**src/rtl/hazard_scoreboard.sv**
```systemverilog
// Per-register countdown scoreboard for load-use, branch, WAW and multiplier hazards.
// Stalls the instruction in IF/ID until every operand it needs can be forwarded.
module hazard_scoreboard #(
    parameter int NREG     = 32,
    parameter int AW       = 5,
    parameter int ALU_LAT  = 1,
    parameter int LOAD_LAT = 2,
    parameter int MUL_LAT  = 4,
    parameter int CW       = 3
) (
    input  logic          clk,
    input  logic          rst,
    input  logic          id_valid,
    input  logic [AW-1:0] id_rs,
    input  logic [AW-1:0] id_rt,
    input  logic          id_use_rs,
    input  logic          id_use_rt,
    input  logic          id_early,
    input  logic          id_regwrite,
    input  logic [AW-1:0] id_rd,
    input  logic [1:0]    id_class,
    input  logic          flush,
    output logic          pc_write,
    output logic          ifid_write,
    output logic          hold,
    output logic [15:0]   stall_count
);

    // Register 0 is never tracked, so the array starts at 1.
    logic [CW-1:0] cnt_q [1:NREG-1];
    logic [CW-1:0] cnt_d [1:NREG-1];
    logic [CW-1:0] mul_busy_q, mul_busy_d;
    logic [15:0]   stall_count_q, stall_count_d;

    logic [CW-1:0] lat;
    logic [CW-1:0] rs_cnt, rt_cnt, rd_cnt;
    logic          rs_haz, rt_haz, waw_haz, mul_haz;
    logic          stall, issue;

    always_comb begin
        case (id_class)
            2'd1:    lat = CW'(LOAD_LAT);
            2'd2:    lat = CW'(MUL_LAT);
            default: lat = CW'(ALU_LAT);
        endcase
    end

    // Index 0 is left out of the loop, so reads of r0 return zero.
    always_comb begin
        rs_cnt = '0;
        rt_cnt = '0;
        rd_cnt = '0;
        for (int r = 1; r < NREG; r++) begin
            if (id_rs == AW'(r)) rs_cnt = cnt_q[r];
            if (id_rt == AW'(r)) rt_cnt = cnt_q[r];
            if (id_rd == AW'(r)) rd_cnt = cnt_q[r];
        end
    end

    // An EX-stage consumer can take the value forwarded in the producer's last cycle.
    always_comb begin
        rs_haz  = id_use_rs && (id_rs != '0) &&
                  (id_early ? (rs_cnt != '0) : (rs_cnt > CW'(1)));
        rt_haz  = id_use_rt && (id_rt != '0) &&
                  (id_early ? (rt_cnt != '0) : (rt_cnt > CW'(1)));
        waw_haz = id_regwrite && (id_rd != '0) && (rd_cnt > lat);
        mul_haz = (id_class == 2'd2) && (mul_busy_q != '0);
        stall   = id_valid && !flush && (rs_haz || rt_haz || waw_haz || mul_haz);
        issue   = id_valid && !flush && !stall;
    end

    always_comb begin
        for (int r = 1; r < NREG; r++) begin
            cnt_d[r] = (cnt_q[r] != '0) ? cnt_q[r] - CW'(1) : '0;
            if (issue && id_regwrite && (id_rd == AW'(r))) cnt_d[r] = lat;
        end
        mul_busy_d = (mul_busy_q != '0) ? mul_busy_q - CW'(1) : '0;
        if (issue && (id_class == 2'd2)) mul_busy_d = CW'(MUL_LAT);
        stall_count_d = stall_count_q;
        if (stall && (stall_count_q != 16'hFFFF)) stall_count_d = stall_count_q + 16'd1;
    end

    always_ff @(posedge clk or negedge rst) begin
        if (!rst) begin
            for (int r = 1; r < NREG; r++) cnt_q[r] <= '0;
            mul_busy_q    <= '0;
            stall_count_q <= '0;
        end else begin
            for (int r = 1; r < NREG; r++) cnt_q[r] <= cnt_d[r];
            mul_busy_q    <= mul_busy_d;
            stall_count_q <= stall_count_d;
        end
    end

    assign pc_write    = !stall;
    assign ifid_write  = !stall;
    assign hold        = stall;
    assign stall_count = stall_count_q;

endmodule
```
**config.mk**
```make
export PLATFORM = sky130hd
export DESIGN_NAME = hazard_scoreboard
export DESIGN_NICKNAME = d
export VERILOG_FILES = /design/src/rtl/hazard_scoreboard.sv
export SDC_FILE = /design/constraint.sdc
export NUM_CORES = 1
export LEC_CHECK = 0
export ABC_AREA = 1
export BUFFER_PORTS_ARGS = -buffer_cell sky130_fd_sc_hd__buf_4
export CAP_MARGIN = 20
export CORE_AREA = 5 5 153 155
export CTS_BUF_LIST = sky130_fd_sc_hd__clkbuf_8
export DETAILED_ROUTE_END_ITERATION = 7
export DIE_AREA = 0 0 158 160
export GPL_ROUTABILITY_DRIVEN = 0
export PLACE_DENSITY = 0.6
export SLEW_MARGIN = 5
export SYNTH_ARGS = -nofsm -noshare
export SYNTH_HDL_FRONTEND = slang
export SYNTH_SLANG_ARGS = --single-unit
export TNS_END_PERCENT = 50
```
**constraint.sdc**
```tcl
create_clock -name clk -period 4.6 [get_ports clk]
set_input_delay 0 -clock clk [delete_from_list [all_inputs] [get_ports clk]]
set_output_delay 0 -clock clk [all_outputs]
set_load 0.01 [all_outputs]
```
Word level (Yosys, flattened, before mapping)
Cells that the tools add are included.
{"block": "word_totals", "reg_bits": 112, "latchBits": 0, "ramBits": 0, "rom_bits": 0, "input_bits": 25, "out_inout_bits": 19, "mem_count": 0}
{"block": "op_classes", "addsub": 33, "n_mul": 0, "div": 0, "magnitude_cmp": 3, "eq_ne": 96, "n_shift": 0, "n_mux": 160, "bitwise_logic": 0, "n_reduce_logical": 86}
{"cell": "$mux W3", "count": 157}
{"cell": "$eq A5 B5 Y1 const B", "count": 48}
{"cell": "$eq A5 B4 Y1 const B", "count": 24}
{"cell": "$reduce_bool A3 Y1", "count": 34}
{"cell": "$sub A3 B1 Y3 const B", "count": 32}
{"cell": "$eq A5 B3 Y1 const B", "count": 12}
{"cell": "$logic_and A1 B1 Y1", "count": 44}
{"cell": "$eq A5 B2 Y1 const B", "count": 6}
{"cell": "$add A16 B1 Y16 const B", "count": 1}
{"cell": "$ne A16 B16 Y1 const B", "count": 1}
{"cell": "$eq A5 B1 Y1 const B", "count": 3}
{"cell": "$reduce_bool A5 Y1", "count": 3}
{"cell": "$gt A3 B1 Y1 const B", "count": 2}
{"cell": "$pmux W3 S2", "count": 1}
{"cell": "$gt A3 B3 Y1", "count": 1}
{"cell": "$logic_or A1 B1 Y1", "count": 3}
{"cell": "$eq A2 B1 Y1 const B", "count": 1}
{"cell": "$eq A2 B2 Y1 const B", "count": 1}
{"cell": "$logic_not A1 Y1", "count": 2}
{"cell": "$mux W1", "count": 2}

Longest topological paths before layout
Gate-level depths: netlist of run 1.
{"block": "logic_depth", "depth_word": 44, "depth_mapped": 37, "ltp_nobuf": 36}

Least setup slack after synthesis of run 1
Ideal clock, no wire load.
{"block": "synth_timing", "path_kind": "input to register", "startpoint": "input id_rd[4]", "endpoint": "register stall_count_q[12], in the netlist stall_count[12]", "setup_ns": 0.117, "arrival_ns": 3.403, "required_time_ns": 4.483, "slack_ns": 1.080, "stages": 35, "n_path_buf": 2, "path_cell_list": "clkbuf_1 clkinv_1 nand2_1 o21ai_0 o22ai_1 nand2_1 a21oi_1 o2111ai_1 o21ai_0 nand4_1 nand2_1 o21ai_0 o22ai_1 nand2_1 o22ai_1 nand4_1 nand2_1 nand3_1 nand2_1 nand4_1 nor2_1 nor2_1 ha_1 nand2_1 o21ai_0 nand4_1 o21ai_0 inv_1 nand3_2 nand2_1 inv_2 nand2_2 buf_6 nand2_1 nand2_1"}
{"block": "synth_between", "elab_chain_len": 38, "elab_cells_between_ends": 70, "cone_classes": "1 x order compare; 31 x eq/ne; 31 x mux; 7 x reduce/logical"}
{"item": "start: declaration", "line": "20", "text": "input logic [AW-1:0] id_rd,"}
{"item": "$eq A5 B1 Y1", "line": "56", "text": "if (id_rd == AW'(r)) rd_cnt = cnt_q[r];"}
{"item": "$mux W3 (31 in series)", "line": "56"}
{"item": "$gt A3 B3 Y1", "line": "66", "text": "waw_haz = id_regwrite && (id_rd != '0) && (rd_cnt > lat);"}
{"item": "$logic_and A1 B1 Y1 (*)", "line": "66"}
{"item": "$logic_or A1 B1 Y1 (*) (2 in series)", "line": "68", "text": "stall = id_valid && !flush && (rs_haz || rt_haz || waw_haz || mul_haz);"}
{"item": "$logic_and A1 B1 Y1 (*)", "line": "68"}
{"item": "$logic_and A1 B1 Y1 (*)", "line": "80", "text": "if (stall && (stall_count_q != 16'hFFFF)) stall_count_d = stall_count_q + 16'd1;"}
{"item": "end signal: assignment", "line": "91", "text": "stall_count_q <= stall_count_d;"}
{"item": "end: declaration", "line": "33", "text": "logic [15:0] stall_count_q, stall_count_d;"}
Every way passes the cells marked *; elsewhere a longest branch is shown, timed or not.
A chain may end at the register's enable or synchronous reset.

==> key figures, run 1 <==
Run status
  – Status: finished, final reports clean

Worst setup path
  – Depth of the worst register-to-register path: 34
  – CP Launch Type: flop
  – Crit path required time: 4950 ps
  – WS Path Type: flop to flop
  – Worst Path Max Fanout: 8
  – Worst R2R Setup Slack: between 100 and 150 ps
  – Most frequent CP cell: nand2_1
  – Slowest cell on the critical path: dfrtp_1
  – Worst reg2reg path endpoint: cnt_q[59]
  – R2R Path Start: cnt_q[92]
  – Worst Path Arrival: between 4000 and 5000 ps
  – Slowest cell delay on critical path: 450 ps
  – CP Capture Type: flop

Clock tree
  – Clock buffer depth: 2
  – Total CTS buffers: 9
  – Root buf cell: clkbuf_8
  – Clock sink total: around 110
  – Worst-path clk slew: approximately 110 ps
  – CTS tree: built
  – Clk_lat worst skew: approximately 420 ps
  – H-tree depth: 3

Routing
  – Drt pass-1 iters: 6
  – Vias: around 10k
  – DRT Wirelength: around 32 mm
  – Detailed Route Iter0 Violations: 776
  – Drt drc: 0
  – DRT antenna net count: 0
  – Vias per inst: 5.44
  – Drt wl/cell: 17.2 microns

Logic synthesis
  – Most frequent cell after synthesis: nand2_1
  – Async SR Flop Fraction: 1.00
  – Seq/Total Area, Yosys: 0.292
  – Cell count after synthesis: between 1.5k and 2k
  – Most instantiated cells after synthesis: 515 x nand2_1, 186 x inv_1, 186 x nand3_1, 173 x nor2_1, 112 x dfrtp_1
  – Synth Net Count: roughly 1.6k
  – Avg Synthesized Cell Area: around 6.3 sq um
  – Synth Warn #: 0
  – Most used DFF post-synth: dfrtp_1
  – Cell taking the most area after synthesis: dfrtp_1
  – #FFs+latches synth: about 110
  – Yosys top cell area share: 0.292
  – Post-synth EDFFs: 0
  – Main area contributors after synthesis: dfrtp_1 29%, nand2_1 20%, nand3_1 9.7%
  – Synth cell types: 36
  – Mapped cell area: around 9600 sq um

Timing
  – Final Hold Vio Count: 0
  – Rel. slew slack: 0.523
  – F_max: between 200 and 250 MHz
  – Unrepaired setup endpoints after global routing: yes
  – Setup violators final: 0
  – Hold Slack: around 52 ps
  – Setup Skew: ~22 ps
  – Worst slew pin tran: about 700 ps
  – Final period utilization: 0.973
  – Setup TNS Final: 0 ps
  – Fin. max-slew vios: 0
  – Final worst path period need: 4470 ps

Global routing
  – Antenna violations before repair: 0
  – Vias in the first global route: between 9k and 10k
  – First-pass GRT wire length: around 50 mm
  – Met1 GRT Util: 0.345
  – Total GRT Usage: 0.247
  – Grt met3 use: 0.0457
  – GRT met2 Usage: 0.390
  – Pin count of the biggest net entering global routing: 52
  – GR peak layer: met2
  – Global route total overflow: 0

Hold path
  – Worst Hold Class: input port to async pin

Placed design
  – Area after DPL: between 10000 and 15000 sq um
  – Count of input and output buffers: 43
  – HPWL after detailed placement: between 20 and 25 mm
  – Placed Instances: 1843

Layout
  – Share of layout cells above drive strength 1: 0.0995
  – Layout net count: 1688
  – Layout area overhead: 13.7%
  – Ant diodes: 0
  – Fillcell total: 2251
  – Post-route cell area: 10900 sq um
  – Finished Layout Cells: approximately 1.9k

Pwr
  – Net Sw Frac: 0.381
  – Design Power: 2.51 mW
  – Switch Pwr: roughly 0.96 mW
  – Int Pwr: between 1.5 and 2 mW
  – Logic pwr share: 0.273
  – Share of power burned in the clock network: 0.264
  – PD cells: about 230 nW/um^2
  – Leakage: 5.73 nW
  – Worst VDD drop: 0.000211 V
  – Flop pwr share: 0.463

Die
  – Starting Density: 0.443
  – Die Y: approximately 160 microns
  – Full die area: 25300 sq um
  – Die W: 158 microns
  – Core area: roughly 22000 sq um
  – FP Rows: 54
  – Top Ports: 44

Job
  – Max Cap Viol: 0
[area by class of cell]
class                   instances  area, sq um  share of cell area
clock buffers                   9          124              0.0114
clock inverters                 7         87.6             0.00803
inverters                     196          736              0.0674
multi-input cells            1180         5920               0.543
flip-flops and latches        112         2800               0.257
well taps                     280          350              0.0321
repair buffers                 94          885              0.0811
[stage by stage]
stage                     setup slack (ps)  utilization
after floorplan                       1080            -
after global placement                -119        0.476
after detailed placement             -75.3        0.476
after CTS                             12.7        0.486
after global routing                  -145        0.503
final                                  126        0.503
[placed cells by master, fill, tap and decap left out, types with 8 or more instances in the layout]
cell and count:
a21oi_1 33, dfrtp_1 112, o21ai_0 62, nand3_1 176
clkbuf_8 9, nand4_1 41, inv_2 12, ha_1 70
nand3_2 11, buf_4 78, inv_1 184, nor2_1 173
xor2_1 9, nand2_1 512, o22ai_1 8, nor3_1 28
[critical path: cells and delay by family, from the launching register on]
| family | cells | cell delay (ps) |
|---|---|---|
| adder cells (fa/ha/maj) | 1 | 320 |
| AND/OR/NAND/NOR | 18 | 1900 |
| AO/OA/AOI/OAI | 10 | 1090 |
| flip-flops | 1 | 450 |
| buffers and inverters | 5 | 640 |
[layer usage]
| metal | up-vias | wire length, microns |
|---|---|---|
| met4 | 0 | 986 |
| li1 | 4999 | - |
| met5 | - | 0 |
| met3 | 71 | 2110 |
| met2 | 363 | 14700 |
| met1 | 4777 | 14500 |
[power by group through the flow]
stage	clock network, mW	logic, mW	registers [mW]
after floorplan	0	0.403	1.15
after global placement	0	0.616	1.18
after detailed placement	0	0.623	1.18
after CTS	0.688	0.628	1.16
after global routing	0.720	0.770	1.18
final	0.664	0.687	1.16
[what timing repair did]
item | 4_1_cts | 5_1_grt
setup endpoints to repair | 1 | 113
pin swaps | 1 | 44
hold endpoints to repair | 28 | 0
hold buffers | 1 | 0
cloned | 0 | 6
gates resized for setup | 5 | 36
setup buffers | 0 | 12
[cells by family after synthesis]
kind of cell | share of synthesized area
simple gates | 0.429
buf+inv | 0.103
compound gates | 0.0718
flops | 0.292
fa+ha+maj | 0.0913
xor+xnor | 0.0128
[sequential cells by signal (all words and copies together), names as in the netlist]
register     flops
mul_busy_q       3
cnt_q           93
stall_count     16
[how the worst max path moves through the flow]
stage | end | from | cells after the start | slack [ps]
global placement | cnt_q[84] | id_rd[0] | 36 | -120
CTS | hold | cnt_q[89] | 31 | 10
detailed placement | cnt_q[3] | id_rd[0] | 36 | -80
global route | cnt_q[53] | cnt_q[89] | 34 | -150
finish | cnt_q[59] | cnt_q[92] | 34 | 130
floorplan | stall_count[12] | id_rd[4] | 35 | 1080
No activity file was read; power rests on OpenSTA's default activity.
==> inputs of run 2 (changes only) <==
Settings changed: CORE_AREA 5 5 153 155 to 5 5 181 131, DIE_AREA 0 0 158 160 to 0 0 186 136, PLACE_DENSITY 0.6 to 0.61.
==> key figures, run 2 (same netlist as run 1, synthesis figures left out) <==
Run status
  – Status: finished, final reports clean

Timing
  – Worst slew pin tran: 976 ps (+260 ps)
  – Fin. max-slew vios: 0 (unchanged)
  – Final period utilization: 0.950 (-0.0229)
  – F_max: 229 MHz (+2.4%)
  – Final worst path period need: 4370 ps (-105 ps)
  – Setup violators final: 0 (unchanged)
  – Rel. slew slack: 0.349 (-0.174)
  – Final Hold Vio Count: 0 (unchanged)
  – Setup Skew: 20.1 ps (-1.85 ps)

Clock tree
  – Clk_lat worst skew: 440 ps (+20 ps)
  – Total CTS buffers: 9 (unchanged)
  – Clock buffer depth: 2 (unchanged)
  – CTS tree: built
  – H-tree depth: 3 (unchanged)
  – Root buf cell: clkbuf_8
  – Worst-path clk slew: 110 ps (about the same)
  – Clock sink total: 112 (unchanged)

Worst setup path
  – CP Capture Type: output port
  – R2R Path Start: cnt_q[89]
  – Critical path's top delay family: simple AND/OR/NAND/NOR gates
  – Slowest cell on the critical path: dfrtp_1
  – Total stage count of the critical path: 31 (-8.8%)
  – Worst reg2reg path endpoint: mul_busy_q[2]
  – Worst R2R Setup Slack: 300 ps (+170 ps)
  – WS Path Type: flop to output port
  – Worst Path Max Fanout: 6 (-2)
  – CP Launch Type: flop
  – CP Buf/Inv Count: 5 (unchanged)
  – Slowest cell delay on critical path: 430 ps (-20 ps)
  – Depth of the worst register-to-register path: 29 (-15%)
  – Crit path required time: 4600 ps (-350 ps)
  – Worst Path Arrival: 4370 ps (-450 ps)

Global routing
  – Global route total overflow: 0 (unchanged)
  – First-pass GRT wire length: 50.8 mm (+1.2%)
  – Pin count of the biggest net entering global routing: 72 (+38%)
  – Vias in the first global route: 9117 (-3.6%)
  – Total GRT Usage: 0.256 (+0.00828)
  – Antenna violations before repair: 0 (unchanged)

Hold path
  – Hold Path Depth: 5
  – Worst Hold Class: input port to flop
  – Hold Crit Endpoint: cnt_q[86]
  – Origin of the worst min-delay path: id_rd[4]

Pwr
  – Flop pwr share: 0.467 (+0.004)
  – Worst VDD drop: 0.000157 V (-26%)
  – Int Pwr: 1.54 mW (-0.86%)
  – Net Sw Frac: 0.381 (+0.000554)
  – Share of power burned in the clock network: 0.262 (-0.002)
  – Switch Pwr: 0.951 mW (-0.63%)
  – PD cells: 230 nW/um^2 (-0.12%)
  – Leakage: 5.73 nW (about the same)
  – Logic pwr share: 0.271 (-0.002)

Layout
  – Most frequent cells in the layout: 510 x nand2_1, 184 x inv_1, 184 x nand3_1, 173 x nor2_1, 111 x dfrtp_1
  – Most common cell after layout, fill and taps aside: nand2_1
  – Share of layout cells above drive strength 1: 0.0973 (-0.00218)
  – Register area: 2800 sq um (about the same)
  – Max FFs per register: 93 (unchanged)
  – Final core occ: 0.493 (-0.0101)
  – Largest reg by FF count: cnt_q
  – Finished Layout Cells: 1891 (+0.69%)
  – Multi-input logic area: 5880 sq um (-0.74%)
  – Layout net count: 1694 (+0.36%)
  – Fillcell total: 2348 (+4.3%)
  – Ant diodes: 0 (unchanged)
  – Layout area overhead: 12.9%

Die
  – FP Rows: 46 (-15%)
  – Full die area: 25300 sq um (about the same)
  – Top Ports: 44 (unchanged)
  – Starting Density: 0.437 (-0.00599)
  – Die W: 186 microns (+18%)
  – Core area: 22000 sq um (+1.4%)
  – Die Y: 136 microns (-15%)

Placed design
  – HPWL after detailed placement: 23.9 mm (+2.4%)
  – Count of input and output buffers: 43 (unchanged)
  – Placed Instances: 1856 (+0.71%)

Routing
  – Top Metal Used: met4
  – DRT antenna net count: 0 (unchanged)
  – Met1 wire length: 16.0 mm (+9.9%)
  – WL met3: 2.66 mm (+26%)
  – Met2 WL: 13.1 mm (-11%)
  – Drt drc: 0 (unchanged)
  – Drt wl/cell: 17.1 microns (-0.73%)
  – Vias: 10.3k (+0.65%)
  – Detailed Route Iter0 Violations: 1074 (+38%)
  – DRT Wirelength: 32.3 mm (about the same)
  – Vias per inst: 5.43 (about the same)
  – Drt pass-1 iters: 6 (unchanged)

Job
  – Max Cap Viol: 0 (unchanged)
-- run 2: cell types whose count changed in the layout (fill, tap and decap cells not counted), sizes merged --
cell | before | now
buf | 89 | 95
inv | 200 | 198
clkinvlp | 0 | 1
clkbuf | 13 | 10
dlygate4sd3 | 1 | 4
-- run 2: cell type report --
type                       count  share of cell area
multi-input combinational   1180               0.543
tap                          288              0.0332
sequential                   112               0.259
inverter                     196              0.0681
timing repair buffer         100              0.0787
clock inverter                 6             0.00716
clock buffer                   9              0.0114
-- run 2: metal layers --
metal	GRT usage	up-vias
met3	0.0562	44
met5	0	-
li1	-	5019
met4	0.0570	0
met1	0.397	4768
met2	0.359	445
-- run 2: worst min-delay path: stages --
cell and delay, ps:
buf_4 140, nor2_1 70, buf_4 140, nand3_1 70, nand2_1 50
-- run 2: through the flow --
| step | TNS, ps | worst slack, ps | total power, mW | instance area, sq um | hold slack, ps |
|---|---|---|---|---|---|
| after floorplan | 0 | 1080 | 1.56 | 9600 | -296 |
| after global placement | -7520 | -93.6 | 1.81 | 10400 | 124 |
| after detailed placement | -7870 | -105 | 1.81 | 10400 | 124 |
| after CTS | 0 | 9.07 | 2.48 | 10600 | 37.6 |
| after global routing | -26.2 | -26.2 | 2.65 | 10800 | 75.6 |
| final | 0 | 231 | 2.49 | 10800 | 63.2 |
-- run 2: timing repair --
action                                  CTS  global route
gates cloned                              0             1
pin swaps                                 0            15
hold buffers                              4             0
buffers inserted                          1            14
gates resized for setup                   6            23
endpoints found under the setup margin    3           113
hold endpoints to repair                113             0
-- run 2: power groups by stage --
stage | clock network (mW) | registers [mW] | logic (mW)
floorplan | 0 | 1.15 | 0.403
global placement | 0 | 1.18 | 0.626
detailed placement | 0 | 1.18 | 0.635
CTS | 0.676 | 1.16 | 0.642
global route | 0.716 | 1.18 | 0.756
finish | 0.654 | 1.16 | 0.676
-- run 2: worst max path at each step --
stage / start / endpoint / slack (ps)
after floorplan: id_rd[4] / stall_count[12] / 1080
after global placement: id_rd[0] / cnt_q[30] / -90
after detailed placement: id_rd[2] / cnt_q[26] / -110
after CTS: cnt_q[89] / hold / 9
after global routing: cnt_q[89] / hold / -30
final: cnt_q[89] / hold / 230
